`config.mk`:
```
export PLATFORM = sky130hd
export DESIGN_NAME = id_ex_stage
export DESIGN_NICKNAME = d
export VERILOG_FILES = /design/src/rtl/mips_pkg.sv /design/src/rtl/hazard_detect.sv /design/src/rtl/id_ex_stage.sv
export SDC_FILE = /design/constraint.sdc
export NUM_CORES = 1
export LEC_CHECK = 0
export CORE_ASPECT_RATIO = 0.6
export CORE_MARGIN = 5
export CORE_UTILIZATION = 46
export DETAILED_ROUTE_END_ITERATION = 6
export PLACE_DENSITY = 0.87
export SLEW_MARGIN = 40
export SYNTH_ARGS = -nofsm -noshare
export SYNTH_HDL_FRONTEND = slang
export SYNTH_SLANG_ARGS = --single-unit
```
`constraint.sdc`:
```
create_clock -name clk -period 8.35 [get_ports clk]
set_input_delay 2.505 -clock clk [delete_from_list [all_inputs] [get_ports clk]]
set_output_delay 2.505 -clock clk [all_outputs]
set_load 0.03 [all_outputs]
```
`src/rtl/mips_pkg.sv`:
```
// Shared MIPS pipeline definitions: register index width,
// control word layout, NOP control and ALU op encodings.
package mips_pkg;

  localparam int REG_W = 5;
  localparam logic [REG_W-1:0] ZERO_REG = '0;

  localparam int CTRL_W = 9;

  localparam int CTRL_REGWRITE = 8;
  localparam int CTRL_MEMREAD  = 7;
  localparam int CTRL_MEMWRITE = 6;
  localparam int CTRL_MEMTOREG = 5;
  localparam int CTRL_ALUSRC   = 4;
  localparam int CTRL_REGDST   = 3;
  localparam int CTRL_ALUOP_LO = 0;

  typedef enum logic [2:0] {
    ALU_ADD  = 3'b000,
    ALU_SUB  = 3'b001,
    ALU_FUNC = 3'b010,
    ALU_AND  = 3'b011,
    ALU_OR   = 3'b100,
    ALU_SLT  = 3'b101,
    ALU_LUI  = 3'b110,
    ALU_XOR  = 3'b111
  } alu_op_e;

  typedef struct packed {
    logic    reg_write;
    logic    mem_read;
    logic    mem_write;
    logic    mem_to_reg;
    logic    alu_src;
    logic    reg_dst;
    alu_op_e alu_op;
  } ctrl_t;

  localparam logic [CTRL_W-1:0] CTRL_NOP = '0;

endpackage

```
`src/rtl/hazard_detect.sv`:
```
// Load-use hazard detector: flags when the load in EX
// writes a register the instruction in ID reads.
module hazard_detect #(
  parameter int REG_W = 5
) (
  input  logic             mem_read,
  input  logic [REG_W-1:0] ex_rt,
  input  logic [REG_W-1:0] id_rs,
  input  logic [REG_W-1:0] id_rt,
  input  logic             uses_rt,
  output logic             hz
);

  logic rs_hit;
  logic rt_hit;

  assign rs_hit = (ex_rt == id_rs);
  assign rt_hit = uses_rt & (ex_rt == id_rt);

  // register 0 is hardwired, so a load into it never conflicts
  assign hz = mem_read & (ex_rt != '0) & (rs_hit | rt_hit);

endmodule

```
`src/rtl/id_ex_stage.sv`:
```
// ID/EX register with load-use bubble insertion and flush.
// Optional HAZ_STALL_CNT_EN adds a saturating StallCount output.
module id_ex_stage
  import mips_pkg::*;
#(
  parameter int DATA_W = 32,
  parameter int REG_W  = 5
) (
  input  logic              clk,
  input  logic              rst,
  input  logic [REG_W-1:0]  IdRs,
  input  logic [REG_W-1:0]  IdRt,
  input  logic [REG_W-1:0]  IdRd,
  input  logic              IdUsesRt,
  input  logic [DATA_W-1:0] IdData1,
  input  logic [DATA_W-1:0] IdData2,
  input  logic [DATA_W-1:0] IdImm,
  input  logic [CTRL_W-1:0] IdCtrl,
  input  logic              IdFlush,
  input  logic              Freeze,
  output logic [REG_W-1:0]  ExRs,
  output logic [REG_W-1:0]  ExRt,
  output logic [REG_W-1:0]  ExRd,
  output logic [DATA_W-1:0] ExData1,
  output logic [DATA_W-1:0] ExData2,
  output logic [DATA_W-1:0] ExImm,
  output logic [CTRL_W-1:0] ExCtrl,
  output logic              Stall,
  output logic              PcWrite,
  output logic              IfIdWrite
`ifdef HAZ_STALL_CNT_EN
  ,
  output logic [15:0]       StallCount
`endif
);

  logic hz;
  logic bubble;

  hazard_detect #(
    .REG_W(REG_W)
  ) u_hazard (
    .mem_read(ExCtrl[CTRL_MEMREAD]),
    .ex_rt   (ExRt),
    .id_rs   (IdRs),
    .id_rt   (IdRt),
    .uses_rt (IdUsesRt),
    .hz      (hz)
  );

  // flush with a pending hazard still holds PC/IF-ID,
  // so the branch resolves again once the stall clears
  assign bubble    = hz | IdFlush;
  assign Stall     = hz & ~Freeze;
  assign PcWrite   = ~(hz | Freeze);
  assign IfIdWrite = ~(hz | Freeze);

  // pipeline register: reset, freeze hold, bubble, then load
  always_ff @(posedge clk or posedge rst) begin
    if (rst) begin
      ExRs    <= '0;
      ExRt    <= '0;
      ExRd    <= '0;
      ExData1 <= '0;
      ExData2 <= '0;
      ExImm   <= '0;
      ExCtrl  <= CTRL_NOP;
    end else if (Freeze) begin
      ExRs    <= ExRs;
      ExRt    <= ExRt;
      ExRd    <= ExRd;
      ExData1 <= ExData1;
      ExData2 <= ExData2;
      ExImm   <= ExImm;
      ExCtrl  <= ExCtrl;
    end else if (bubble) begin
      ExRs    <= '0;
      ExRt    <= '0;
      ExRd    <= '0;
      ExData1 <= '0;
      ExData2 <= '0;
      ExImm   <= '0;
      ExCtrl  <= CTRL_NOP;
    end else begin
      ExRs    <= IdRs;
      ExRt    <= IdRt;
      ExRd    <= IdRd;
      ExData1 <= IdData1;
      ExData2 <= IdData2;
      ExImm   <= IdImm;
      ExCtrl  <= IdCtrl;
    end
  end

`ifdef HAZ_STALL_CNT_EN
  logic [15:0] stall_cnt;

  // count hazard bubbles only, saturating at all-ones
  always_ff @(posedge clk or posedge rst) begin
    if (rst) begin
      stall_cnt <= '0;
    end else if (Stall && stall_cnt != 16'hFFFF) begin
      stall_cnt <= stall_cnt + 16'd1;
    end
  end

  assign StallCount = stall_cnt;
`endif

endmodule

```
==> run_results.csv <==
group,metric,value,unit
outcome,run_status,"finished, final reports clean",
detailed_routing,ant_nets,0,
power_and_ir_drop,p_int,1.49,mW
global_route,first_global_vias,5482,
clocking,cts-root-to-sink-buffers,2,
worst_hold_path,hold_class,"flop to flop",
detailed_routing,initialDrtViolationCount,362,
floorplan,start_util,0.469,
setup_path,r2r_start,"ExRt[4]",
synth,synth.cells.most_frequent,"dfrtp_1, nand2_1, a32oi_1",
sta,tightest_slew,0.818,ns
setup_path,timing.critical_path.required,5.85,ns
place,placedCellCount,923,
sta,finalCritPeriodShare,0.860,
cells_and_area,num_antenna_cells,0,
synth,synth-edff-count,0,
sta,timing.clock.skew,0.00887,ns
clocking,cts.clk_slew.worst_paths,0.05,ns
place,gp_congestion,0.893,
clocking,cts_htree_levels,4,
setup_path,crit_arrival,4.68,ns
place,detailed_place_hpwl,12.7,mm
sta,finalSetupViolCount,0,
clocking,clock_root_buffer,"clkbuf_16",
synth,synth_area_leader_cell,"dfrtp_1",
global_route,grt_max_degree,111,
synth,synth_seq_cells,120,
clocking,cts_hold_buf,0,
sta,tns,0,ns
setup_path,crit_path_end_kind,"output port",
global_route,grt_overflow,0,
floorplan,fp.dieArea,14700,um^2
detailed_routing,route.detailed.wl_per_inst,19.7,um
floorplan,fp.dieW,153,um
clocking,cts_inserted_buffers,17,
flow_run,drv.max_cap_violation_count,0,
power_and_ir_drop,leakage,3.43,nW
power_and_ir_drop,seq_power_share,0.333,
synth,synthesis.yosys.warnings,0,
cells_and_area,num-nets-final,902,
detailed_routing,detailroute.via_count,5648,
setup_path,setup.worst_path.class,"input port to output port",
clocking,post_cts_buffers,0,
floorplan,core,12100,um^2
power_and_ir_drop,power.net_switching,678,uW
synth,yosys.cell_count.top_type,"dfrtp_1",
power_and_ir_drop,power_share_of_the_combinational_group,0.288,
power_and_ir_drop,power.density,247,nW/um^2
cells_and_area,n_fill_cell,846,
synth,ys_top_cells_by_area,"dfrtp_1, a32oi_1, nand2_1, o21ai_0, o21ai_1",
floorplan,ioPinCount,248,
worst_hold_path,min_from,"ExImm[20]",
sta,final-max-slew-violation-count,0,
cells_and_area,drive_gt1_frac,0.0558,
sta,fin_crit_period,7.18,ns
synth,netlist_area,5660,um^2
place,port-buffer-count,247,
cells_and_area,area.growth.synth_to_final,55.1,%
power_and_ir_drop,power_frac_clock,0.378,
clocking,clkLatencyLatePin,0.40,ns
clocking,cts.sinks,120,
sta,clock.fmax,0.139,GHz
synth,synthDistinctLibCells,23,
setup_path,startpoint,"IdRt[4]",
detailed_routing,drt_drc_violations_left,0,
sta,grt_setup_unrepaired,"no",
synth,synth.yosys.seq_area_share,0.530,
cells_and_area,post_layout_nonfiller_instances,954,
global_route,global_route_wire_length_before_repair,29.6,mm
clocking,cts_tree,"built",
detailed_routing,drt-pass1-iter-count,5,
global_route,antenna_found_initial,0,
synth,synth_async_sr_flop_share,1.00,
setup_path,cp_max_fo,11,
floorplan,std_cell_rows,31,
power_and_ir_drop,power_switching_share,0.313,
synth,postSynthAreaPerCell,9.92,um^2
global_route,groute.usage.overall,0.253,
synth,most_common_flop_cell_mapped_by_yosys,"dfrtp_1",
clocking,post_cts_repair_resize_count,0,
detailed_routing,via_per_inst,5.92,
detailed_routing,drt-total-wl,18.8,mm
synth,syn-num-nets,696,
synth,synthDominantCellAreaShare,0.530,
sta,relSlewSlack,0.454,
setup_path,setup.worst_path.start_class,"input port",
sta,finalHoldViolCount,0,
floorplan,die_height,95.9,um
power_and_ir_drop,irDropWorstVdd,0.000182,V
synth,syn-instance-count,571,
==> critical path: stages <==
cell,delay (ns)
clkdlybuf4s50_1,0.50
xnor2_1,0.13
nand4_1,0.20
o22a_1,0.40
nor3_1,0.24
clkdlybuf4s50_1,0.70
==> layout by cell type, fill, tap and decap left out, types with 3 or more instances in the layout <==
master,n
clkdlybuf4s50_1,246
dfrtp_1,120
nand2_1,112
a32oi_1,110
o21ai_0,55
o21ai_1,55
clkbuf_16,17
xnor2_1,10
nor3b_1,10
a22o_1,10
a21o_1,10
bufinv_16,6
buf_4,4
buf_6,4
clkinv_2,3
clkinvlp_4,3
==> worst paths after layout <==
kind                       slack [ns]     endpoint  cells after the start
max                              1.17        Stall                      6
min                              0.49    ExImm[20]                      2
max reg2reg                      5.44  ExData2[22]                      6
min reg2reg                      0.49    ExImm[20]                      2
max in group asynchronous        4.76      ExRd[3]                      3
min in group asynchronous        2.55  ExData2[13]                      2
==> layer usage <==
layer	vias up	global-route usage	wire length (um)	part of all wire
met5	-	0	0	0
met4	0	0.0786	329	0.018
met3	26	0.0791	1860	0.099
met2	308	0.412	8870	0.47
met1	2732	0.328	7730	0.41
li1	2582	-	-	-
==> through the flow <==
stage / cell area, um^2 / setup WS (ns) / utilization / total power [mW] / hold slack (ns)
floorplan: 5660 / 1.87 / - / 1.07 / 0.506
global placement: 8090 / 1.24 / 0.670 / 1.33 / 0.470
detailed placement: 8110 / 1.21 / 0.673 / 1.35 / 0.478
CTS: 8780 / 1.18 / 0.728 / 2.18 / 0.492
global route: 8780 / 1.06 / 0.728 / 2.25 / 0.511
finish: 8780 / 1.17 / 0.728 / 2.17 / 0.488
==> cell type report <==
type                            instances  area (um^2)  area share
Tap cell                              165          206      0.0235
Clock buffer                           18          439      0.0500
Timing Repair Buffer                  255         2550       0.291
Inverter                                2         10.0     0.00114
Sequential cell                       120         3000       0.342
Clock inverter                         13          226      0.0258
Multi-Input combinational cell        381         2340       0.267
==> logic make-up after synthesis <==
family	after synthesis	share of synthesized area
and+or+nand+nor	127	0.0924
xor gates and xnor gates	10	0.0155
buffers and inverters	70	0.0608
DFF	120	0.530
AOI/OAI and AO/OA	244	0.301
==> power groups by stage <==
stage,Clock (mW),Combinational (mW),Sequential (mW)
after floorplan,0,0.183,0.883
after CTS,0.833,0.627,0.721
after detailed placement,0,0.624,0.729
final,0.820,0.624,0.722
after global placement,0,0.611,0.723
after global routing,0.861,0.662,0.732
==> sequential cells by signal, summed over array words and instances, names as in the netlist <==
name     flops
ExCtrl       9
ExData1     32
ExData2     32
ExImm       32
ExRd         5
ExRs         5
ExRt         5
Note: power is estimated with default switching activity, not from simulation.
